### src/rtl/gx_reset_seq.sv
// Transceiver reset sequencer for one GX link: orders TX/RX analog and digital resets across CH_N lanes.
// Optional RX lock watchdog with retry pulse is built when GX_RESET_LTD_WATCHDOG_EN is defined.
module gx_reset_seq #(
    parameter int unsigned CH_N       = 1,
    parameter int unsigned T_ARST_CYC = 5,
    parameter int unsigned T_DRST_CYC = 5,
    parameter int unsigned T_LTD_CYC  = 200
`ifdef GX_RESET_LTD_WATCHDOG_EN
    ,
    parameter int unsigned T_WD_CYC   = 1 << 20
`endif
) (
    input  logic            OSC_50m,
    input  logic            FPGA_RSTn,
    input  logic            pll_locked_i,
    input  logic [CH_N-1:0] tx_cal_busy_i,
    input  logic [CH_N-1:0] rx_cal_busy_i,
    input  logic [CH_N-1:0] rx_is_lockedtodata_i,
    output logic [CH_N-1:0] gx_tx_analogreset_o,
    output logic [CH_N-1:0] gx_tx_digitalreset_o,
    output logic [CH_N-1:0] gx_rx_analogreset_o,
    output logic [CH_N-1:0] gx_rx_digitalreset_o,
    output logic            tx_ready_o,
    output logic            rx_ready_o
`ifdef GX_RESET_LTD_WATCHDOG_EN
    ,
    output logic            rx_wd_retry_o
`endif
);

    localparam int unsigned TxCntMax = (T_ARST_CYC > T_DRST_CYC) ? T_ARST_CYC : T_DRST_CYC;
    localparam int unsigned RxCntMax = (T_ARST_CYC > T_LTD_CYC) ? T_ARST_CYC : T_LTD_CYC;
    localparam int unsigned TxCntW   = $clog2(TxCntMax + 1);
    localparam int unsigned RxCntW   = $clog2(RxCntMax + 1);
    localparam int unsigned InW      = 1 + 3 * CH_N;

    localparam logic [TxCntW-1:0] TxArstLast = TxCntW'(T_ARST_CYC - 1);
    localparam logic [TxCntW-1:0] TxDrstLast = TxCntW'(T_DRST_CYC - 1);
    localparam logic [RxCntW-1:0] RxArstLast = RxCntW'(T_ARST_CYC - 1);
    localparam logic [RxCntW-1:0] RxLtdLast  = RxCntW'(T_LTD_CYC - 1);

    // Reset release synchroniser; FSMs only advance once run is high
    logic [1:0] rst_sync_q;
    logic       run;

    always_ff @(posedge OSC_50m or negedge FPGA_RSTn) begin
        if (!FPGA_RSTn) begin
            rst_sync_q <= 2'b00;
        end else begin
            rst_sync_q <= {rst_sync_q[0], 1'b1};
        end
    end

    assign run = rst_sync_q[1];

    logic [InW-1:0] async_in;
    logic [InW-1:0] meta_q;
    logic [InW-1:0] sync_q;

    assign async_in = {pll_locked_i, tx_cal_busy_i, rx_cal_busy_i, rx_is_lockedtodata_i};

    always_ff @(posedge OSC_50m or negedge FPGA_RSTn) begin
        if (!FPGA_RSTn) begin
            meta_q <= '0;
            sync_q <= '0;
        end else begin
            meta_q <= async_in;
            sync_q <= meta_q;
        end
    end

    logic pll_s;
    logic tx_busy_s;
    logic rx_busy_s;
    logic rx_lock_s;
    logic tx_ok;

    assign pll_s     = sync_q[InW-1];
    assign tx_busy_s = |sync_q[3*CH_N-1 -: CH_N];
    assign rx_busy_s = |sync_q[2*CH_N-1 -: CH_N];
    assign rx_lock_s = &sync_q[CH_N-1:0];
    assign tx_ok     = ~tx_busy_s & pll_s;

    // ---------------------------------------------------------------- TX
    typedef enum logic [1:0] {TArst, TCal, TDrst, TReady} tx_state_e;

    tx_state_e          tx_state_q, tx_state_d;
    logic [TxCntW-1:0]  tx_cnt_q, tx_cnt_d;
    logic               tx_an_q, tx_an_d;
    logic               tx_dig_q, tx_dig_d;
    logic               tx_rdy_q, tx_rdy_d;

    always_comb begin
        tx_state_d = tx_state_q;
        tx_cnt_d   = tx_cnt_q;
        if (run) begin
            unique case (tx_state_q)
                TArst: begin
                    if (tx_cnt_q >= TxArstLast) begin
                        tx_state_d = TCal;
                        tx_cnt_d   = '0;
                    end else begin
                        tx_cnt_d = tx_cnt_q + TxCntW'(1);
                    end
                end
                TCal: begin
                    // The cycle that satisfies the condition is the first of the hold window
                    if (tx_ok) begin
                        if (T_DRST_CYC <= 1) begin
                            tx_state_d = TReady;
                            tx_cnt_d   = '0;
                        end else begin
                            tx_state_d = TDrst;
                            tx_cnt_d   = TxCntW'(1);
                        end
                    end
                end
                TDrst: begin
                    if (tx_busy_s) begin
                        tx_state_d = TCal;
                        tx_cnt_d   = '0;
                    end else if (!pll_s) begin
                        tx_cnt_d = '0;
                    end else if (tx_cnt_q >= TxDrstLast) begin
                        tx_state_d = TReady;
                        tx_cnt_d   = '0;
                    end else begin
                        tx_cnt_d = tx_cnt_q + TxCntW'(1);
                    end
                end
                TReady: begin
                    if (tx_busy_s) begin
                        tx_state_d = TCal;
                        tx_cnt_d   = '0;
                    end else if (!pll_s) begin
                        tx_state_d = TDrst;
                        tx_cnt_d   = '0;
                    end
                end
                default: begin
                    tx_state_d = TArst;
                    tx_cnt_d   = '0;
                end
            endcase
        end
        tx_an_d  = (tx_state_d == TArst);
        tx_dig_d = (tx_state_d != TReady);
        tx_rdy_d = (tx_state_d == TReady);
    end

    always_ff @(posedge OSC_50m or negedge FPGA_RSTn) begin
        if (!FPGA_RSTn) begin
            tx_state_q <= TArst;
            tx_cnt_q   <= '0;
            tx_an_q    <= 1'b1;
            tx_dig_q   <= 1'b1;
            tx_rdy_q   <= 1'b0;
        end else begin
            tx_state_q <= tx_state_d;
            tx_cnt_q   <= tx_cnt_d;
            tx_an_q    <= tx_an_d;
            tx_dig_q   <= tx_dig_d;
            tx_rdy_q   <= tx_rdy_d;
        end
    end

    // ---------------------------------------------------------------- RX
    typedef enum logic [1:0] {RArst, RCal, RLtd, RReady} rx_state_e;

    rx_state_e          rx_state_q, rx_state_d;
    logic [RxCntW-1:0]  rx_cnt_q, rx_cnt_d;
    logic               rx_an_q, rx_an_d;
    logic               rx_dig_q, rx_dig_d;
    logic               rx_rdy_q, rx_rdy_d;

`ifdef GX_RESET_LTD_WATCHDOG_EN
    localparam int unsigned     WdW    = $clog2(T_WD_CYC + 1);
    localparam logic [WdW-1:0]  WdLast = WdW'(T_WD_CYC - 1);

    logic [WdW-1:0] wd_q, wd_d;
    logic           wd_fire;
    logic           retry_q;
`endif

    always_comb begin
        rx_state_d = rx_state_q;
        rx_cnt_d   = rx_cnt_q;
`ifdef GX_RESET_LTD_WATCHDOG_EN
        wd_fire    = 1'b0;
`endif
        if (run) begin
            unique case (rx_state_q)
                RArst: begin
                    if (rx_cnt_q >= RxArstLast) begin
                        rx_state_d = RCal;
                        rx_cnt_d   = '0;
                    end else begin
                        rx_cnt_d = rx_cnt_q + RxCntW'(1);
                    end
                end
                RCal: begin
                    if (!rx_busy_s) begin
                        if (rx_lock_s && (T_LTD_CYC <= 1)) begin
                            rx_state_d = RReady;
                            rx_cnt_d   = '0;
                        end else begin
                            rx_state_d = RLtd;
                            rx_cnt_d   = rx_lock_s ? RxCntW'(1) : '0;
                        end
                    end
                end
                RLtd: begin
                    if (rx_busy_s) begin
                        rx_state_d = RCal;
                        rx_cnt_d   = '0;
                    end else if (!rx_lock_s) begin
                        rx_cnt_d = '0;
                    end else if (rx_cnt_q >= RxLtdLast) begin
                        rx_state_d = RReady;
                        rx_cnt_d   = '0;
                    end else begin
                        rx_cnt_d = rx_cnt_q + RxCntW'(1);
                    end
                end
                RReady: begin
                    if (rx_busy_s) begin
                        rx_state_d = RCal;
                        rx_cnt_d   = '0;
                    end else if (!rx_lock_s) begin
                        rx_state_d = RLtd;
                        rx_cnt_d   = '0;
                    end
                end
                default: begin
                    rx_state_d = RArst;
                    rx_cnt_d   = '0;
                end
            endcase
`ifdef GX_RESET_LTD_WATCHDOG_EN
            // Lock window never completed: retry with a full analog reset
            if ((rx_state_q == RLtd) && (rx_state_d == RLtd) && (wd_q >= WdLast)) begin
                rx_state_d = RArst;
                rx_cnt_d   = '0;
                wd_fire    = 1'b1;
            end
`endif
        end
`ifdef GX_RESET_LTD_WATCHDOG_EN
        wd_d = ((rx_state_q == RLtd) && (rx_state_d == RLtd)) ? wd_q + WdW'(1) : '0;
`endif
        rx_an_d  = (rx_state_d == RArst);
        rx_dig_d = (rx_state_d != RReady);
        rx_rdy_d = (rx_state_d == RReady);
    end

    always_ff @(posedge OSC_50m or negedge FPGA_RSTn) begin
        if (!FPGA_RSTn) begin
            rx_state_q <= RArst;
            rx_cnt_q   <= '0;
            rx_an_q    <= 1'b1;
            rx_dig_q   <= 1'b1;
            rx_rdy_q   <= 1'b0;
        end else begin
            rx_state_q <= rx_state_d;
            rx_cnt_q   <= rx_cnt_d;
            rx_an_q    <= rx_an_d;
            rx_dig_q   <= rx_dig_d;
            rx_rdy_q   <= rx_rdy_d;
        end
    end

`ifdef GX_RESET_LTD_WATCHDOG_EN
    always_ff @(posedge OSC_50m or negedge FPGA_RSTn) begin
        if (!FPGA_RSTn) begin
            wd_q    <= '0;
            retry_q <= 1'b0;
        end else begin
            wd_q    <= wd_d;
            retry_q <= wd_fire;
        end
    end

    assign rx_wd_retry_o = retry_q;
`endif

    assign gx_tx_analogreset_o  = {CH_N{tx_an_q}};
    assign gx_tx_digitalreset_o = {CH_N{tx_dig_q}};
    assign gx_rx_analogreset_o  = {CH_N{rx_an_q}};
    assign gx_rx_digitalreset_o = {CH_N{rx_dig_q}};
    assign tx_ready_o           = tx_rdy_q;
    assign rx_ready_o           = rx_rdy_q;

endmodule

### config.mk
export PLATFORM = sky130hd
export DESIGN_NAME = gx_reset_seq
export DESIGN_NICKNAME = d
export VERILOG_FILES = /design/src/rtl/gx_reset_seq.sv
export SDC_FILE = /design/constraint.sdc
export NUM_CORES = 1
export LEC_CHECK = 0
export ABC_CLOCK_PERIOD_IN_PS = 2100
export CAP_MARGIN = 20
export CORE_ASPECT_RATIO = 2
export CORE_MARGIN = 5
export CORE_UTILIZATION = 45
export CTS_CLUSTER_SIZE = 40
export DETAILED_ROUTE_END_ITERATION = 16
export HOLD_SLACK_MARGIN = 0.05
export PLACE_DENSITY = 0.73
export SKIP_CTS_REPAIR_TIMING = 1
export SYNTH_ARGS = -nofsm -noshare
export SYNTH_HDL_FRONTEND = slang
export SYNTH_SLANG_ARGS = --single-unit
### constraint.sdc
create_clock -name OSC_50m -period 2.1 [get_ports OSC_50m]
set_clock_uncertainty 0.15 [all_clocks]
set_input_delay 0.42 -clock OSC_50m [delete_from_list [all_inputs] [get_ports OSC_50m]]
set_output_delay 0.42 -clock OSC_50m [all_outputs]
set_load 0.1 [all_outputs]
# Yosys cells after proc, flatten, opt, wreduce, memory -nomap -nowiden
# Cells that the tools add are included.
# classes
mul,0
n_lt_le_gt_ge,3
eq_ne,14
n_addsub,2
shifts,0
n_bitwise,2
div_mod_pow,0
mux,34
n_reduce_logical,6
# ops
cell,n
$mux W8,7
$mux W2,16
$pmux W8 S4,1
$mux W3,6
$pmux W2 S4,2
$eq A2 B2 Y1 const B,6
$pmux W3 S4,1
$add A8 B1 Y8 const B,1
$ge A8 B3 Y1 const B,1
$ge A8 B8 Y1 const B,1
$logic_not A2 Y1,4
$ne A2 B2 Y1 const B,4
$ne A3 B3 Y1 const B,2
$reduce_and A3 Y1,2
$eq A2 B1 Y1 const B,2
$add A3 B1 Y3 const B,1
$ge A3 B3 Y1 const B,1
$and A1 B1 Y1,1
$mux W1,1
$not A1 Y1,1
# totals
memories,0
mem_bits_rw,0
word_cells,74
rom_bits,0
ff_bits,31
inputBits,6
latchBits,0

# Depth between registers and ports, before layout
# depth
ltp_word,7
depth_mapped,6
ltp_nobuf,5

# Least setup slack after synthesis
# No wires, ideal clock.
# synth_path
kind,flip-flop to flip-flop
start,reg rx_cnt_q[0]
end,reg rx_cnt_q[2]
setup_slack_ns,0.138
required_time_ns,1.846
arrival_ns,1.708
path_buffers,0
path_stages_with_launch,6
setup_time_ns,0.104
path_cell_list,dfrtp_1 ha_1 a2111oi_0 o211a_1 o21ai_1 o311ai_1
# synth_via
elab_chain_len,5
word_cells_on_any_way,8
# synth_rtl
element,line_no,text
from (decl),171,"logic [RxCntW-1:0] rx_cnt_q, rx_cnt_d;"
from (signal assigned),265,rx_cnt_q <= rx_cnt_d;
$add A8 B1 Y8 or $ge A8 B8 Y1 (tied branches),"198, 222, 218",
$mux W8,218,end else if (rx_cnt_q >= RxLtdLast) begin
$mux W8,216,end else if (!rx_lock_s) begin
$mux W8,213,if (rx_busy_s) begin
$pmux W8 S4 (*),192,unique case (rx_state_q)
# Every way passes the cells marked *; elsewhere a longest branch is shown, timed or not.
# A chain may end at the register's enable or synchronous reset.

# Final worst setup path
# layout_path
start,reg rx_cnt_q[0]
end,reg rx_state_q[0]
# layout_via
elab_chain_len,6
word_cells_on_any_way,8
# layout_rtl
element,line_no,text
$ge A8 B8 Y1,218,
$mux W2,218,
$mux W2,216,
$mux W2,213,
$pmux W2 S4 (*),192,
$mux W2 (*),191,if (run) begin
via rx_state_d[0],170,"rx_state_e rx_state_q, rx_state_d;"
to (signal assigned),258,rx_state_q <= RArst;
to (signal assigned),264,rx_state_q <= rx_state_d;
to (decl),170,
# The timed path passes the listed nets; every way through them passes the cells marked *.

==> summary.txt <==
Layout
  • Inserted Diodes: 0
  • Share of layout cells above drive strength 1: 0.240
  • Final-stage net count: approximately 160
  • Finished Cell Area: 0.00175 mm²
  • FILL cells: between 200 and 300
  • Area growth syn-to-layout: 23.6%
  • Storage element area: 781 µm²
  • Multi-input logic area: a little under 600 µm²
  • Finished Layout Cells: roughly 190

Pwr
  • VDD IR-drop max: just over 0.7 mV
  • LEAKAGE: slightly below 0.8 nW
  • Sw Ratio: 0.373
  • Net switching power: between 0.8 and 0.9 mW
  • Internal Pwr Total: approximately 1.5 mW
  • Clock group share of total power: 0.253
  • Seq pwr share: 0.374
  • Combinational share of power: 0.373
  • P per Cell Area: 1340 mW/mm²

GRT
  • Number of global-route vias before repair: between 1,000 and 1,500
  • Initial antenna violation count: 0
  • Gr usage total: 0.141
  • Grt total ovfl: 0
  • Largest net degree at the start of global routing: 32
  • First-pass GRT wire length: 4800 µm

Critical path
  • Worst stage delay on the critical path: 0.39 ns
  • Worst r2r src: rx_cnt_q[0]
  • Worst Path Arrival: 1.99 ns
  • Worst setup path class: flop to flop
  • Critical path peak fanout: 3
  • Levels on crit path: 6
  • CP endpoint kind: flop
  • Largest delay share family, worst path: compound AO/OA/AOI/OAI gates
  • Startpoint Class: flop
  • Crit path launch: rx_cnt_q[0]
  • Worst r2r path cells: 6
  • Worst reg-to-reg setup slack: 0.13 ns
  • Reg2reg end: rx_state_q[0]
  • CP required: 2.12 ns
  • Crit path cell chain: ha_1 > a2111oi_2 > buf_4 > nor2_1 > o31a_1 > o221a_2
  • CP Buf/Inv Count: 1
  • Cell at the slowest stage of the critical path: dfrtp_1
  • Crit path to: rx_state_q[0]

Routing
  • Detailed Routing Iterations Pass 1: 4
  • Drt initial violations: 47
  • Via count: 1,075
  • WL final: 2760 µm
  • DRC errors left: 0
  • Remaining antenna violation count: 0
  • Via-to-Cell Ratio: 5.81
  • Routed length per instance: 14.9 µm

Timing
  • Fin worst setup slack: 0.129 ns
  • Pins Over Slew Limit: 0
  • FMAX: a little over 0.5 GHz
  • Post-route clock period utilization: 0.939
  • Setup TNS: 0 ns
  • Period minus WS final: ~2 ns
  • Final Hold Viols: 0
  • Setup violations, final: 0
  • Unrepaired setup endpoints after global routing: no

Clock network
  • Clock H-tree levels: 2
  • Root Driver: clkbuf_8
  • Clk_lat worst skew: about 0.28 ns
  • Clk buf depth: 2
  • Clock slew at reported path FFs: roughly 0.06 ns
  • CTS tree: done
  • Num CTS Buffers: 5
  • CTS Sinks: 31

Logic synthesis
  • Post-Synthesis Cells: 132
  • Netlist Area Pre-Place: 0.00142 mm²
  • Synth Warn #: 0
  • Synthesized flop and latch total: 31
  • Seq/Total Area, Yosys: 0.551
  • Mux contribution to synthesized area: 0.0141
  • Post-synth top area cell: dfrtp_1
  • Post-synth EDFFs: 0
  • Xor/xnor cell area share of the yosys netlist: 0
  • Count leader, synth: dfrtp_1
  • Synth area leaders: dfrtp_1 48%, dfstp_2 7.4%, ha_1 3.5%
  • Syn Area/Cell: 10.7 µm²
  • FFs w/ async S/R, synth: 1.00
  • Post-synth top cells: 27 x dfrtp_1, 9 x inv_1, 9 x nand2_1
  • Post-synthesis compound-gate area fraction: 0.172
  • Main combinational cell family by area after synthesis: simple AND/OR/NAND/NOR gates
  • Mapped Nets: 142
  • Top cell type's share of synthesized area: 0.477
  • Ys flop type: dfrtp_1
  • Number of library cell types mapped by synthesis: 43
  • Simple logic cell fraction of the synthesized area: 0.177
  • Adder-cell share of the synthesized area: 0.0353

Die
  • Initial Utilization: 0.454
  • Chip width: between 40 and 50 µm
  • Core ar.: 0.00312 mm²
  • Rows: 29
  • # IOs: 12
  • Die Area: around 0.0044 mm²
  • Die Y: 89.3 µm

Place
  • Port Buffers: 11
  • Dpl ws: -0.0000906 ns
  • DP Wirelength: 1990 µm
  • Gpl congestion: 0.898
  • Placed insts: 177
  • DP Area: 0.00162 mm²

Status
  • Outcome: finished, final reports clean

Job
  • MaxCap Viol Count: 0

Hold path
  • Hold Crit Class: flop to flop
cells in the final DEF, fill, tap and decap left out, types with 2 or more instances in the layout:
cell type        count
o21ai_1              2
o2111ai_1            2
nand3_1              3
mux2i_1              2
buf_12               4
a22oi_1              3
and2_1               2
nor3_1               3
ha_1                 4
clkbuf_8             6
inv_1                9
or2_2                3
nand2_1              9
buf_4                9
a21oi_1              7
o21ai_0              5
o211ai_1             2
o31a_1               2
or3_1                5
nor2_1               7
dfstp_2              4
dfrtp_1             27
clkdlybuf4s50_1      5
nor2b_1              2
a31oi_1              4
sequential cells by signal (all words and copies together), names as in the netlist:
| register | cells |
|---|---|
| rx_cnt_q | 8 |
| meta_q | 4 |
| sync_q | 4 |
| tx_cnt_q | 3 |
| rst_sync_q | 2 |
| rx_state_q | 2 |
| tx_state_q | 2 |
| gx_rx_analogreset_o | 1 |
| gx_rx_digitalreset_o | 1 |
| gx_tx_analogreset_o | 1 |
| gx_tx_digitalreset_o | 1 |
| rx_ready_o | 1 |
| tx_ready_o | 1 |
stage by stage:
| step | hold WS, ns | utilization | power (mW) |
|---|---|---|---|
| after floorplan | -0.0256 | - | 1.49 |
| after global placement | 0.184 | 0.520 | 1.71 |
| after detailed placement | 0.185 | 0.520 | 1.75 |
| after CTS | 0.199 | 0.558 | 2.36 |
| after global routing | 0.209 | 0.561 | 2.50 |
| final | 0.197 | 0.561 | 2.35 |
power groups by stage:
stage | sequential (mW) | clock, mW | combinational, mW
6_report | 0.880 | 0.596 | 0.878
5_1_grt | 0.903 | 0.638 | 0.962
4_1_cts | 0.875 | 0.615 | 0.872
3_5_place_dp | 0.882 | 0 | 0.870
3_3_place_gp | 0.874 | 0 | 0.834
2_1_floorplan | 1.02 | 0 | 0.467
cells by family after synthesis:
logic type	Yosys count
compound gates	36
fa+ha+maj	4
buf+inv	14
flops	31
mux	2
other cells	1
simple gates	44
per-layer routing:
layer / track usage / up-vias / wire length (µm)
li1: - / 512 / -
met1: 0.130 / 533 / 1010
met2: 0.261 / 21 / 1540
met3: 0.0367 / 9 / 111
met4: 0.0955 / 0 / 95
met5: 0 / - / 0
final cells by class:
cell class	instances	area share
clock buffers	6	0.0472
well taps	31	0.0222
multi-input cells	87	0.330
clock inverters	2	0.0200
flip-flops and latches	31	0.446
inverters	10	0.0214
repair buffers	18	0.113
worst min path at each step:
stage / from / to / slack (ns) / cells past startpoint
global route: meta_q[1] / sync_q[1] / 0.21 / 0
finish: meta_q[2] / sync_q[2] / 0.20 / 0
CTS: meta_q[2] / sync_q[2] / 0.20 / 0
floorplan: FPGA_RSTn / meta_q[0] / -0.03 / 0
global placement: meta_q[1] / sync_q[1] / 0.18 / 0
detailed placement: meta_q[2] / sync_q[2] / 0.18 / 0
Power figures use the tool's default switching activity.
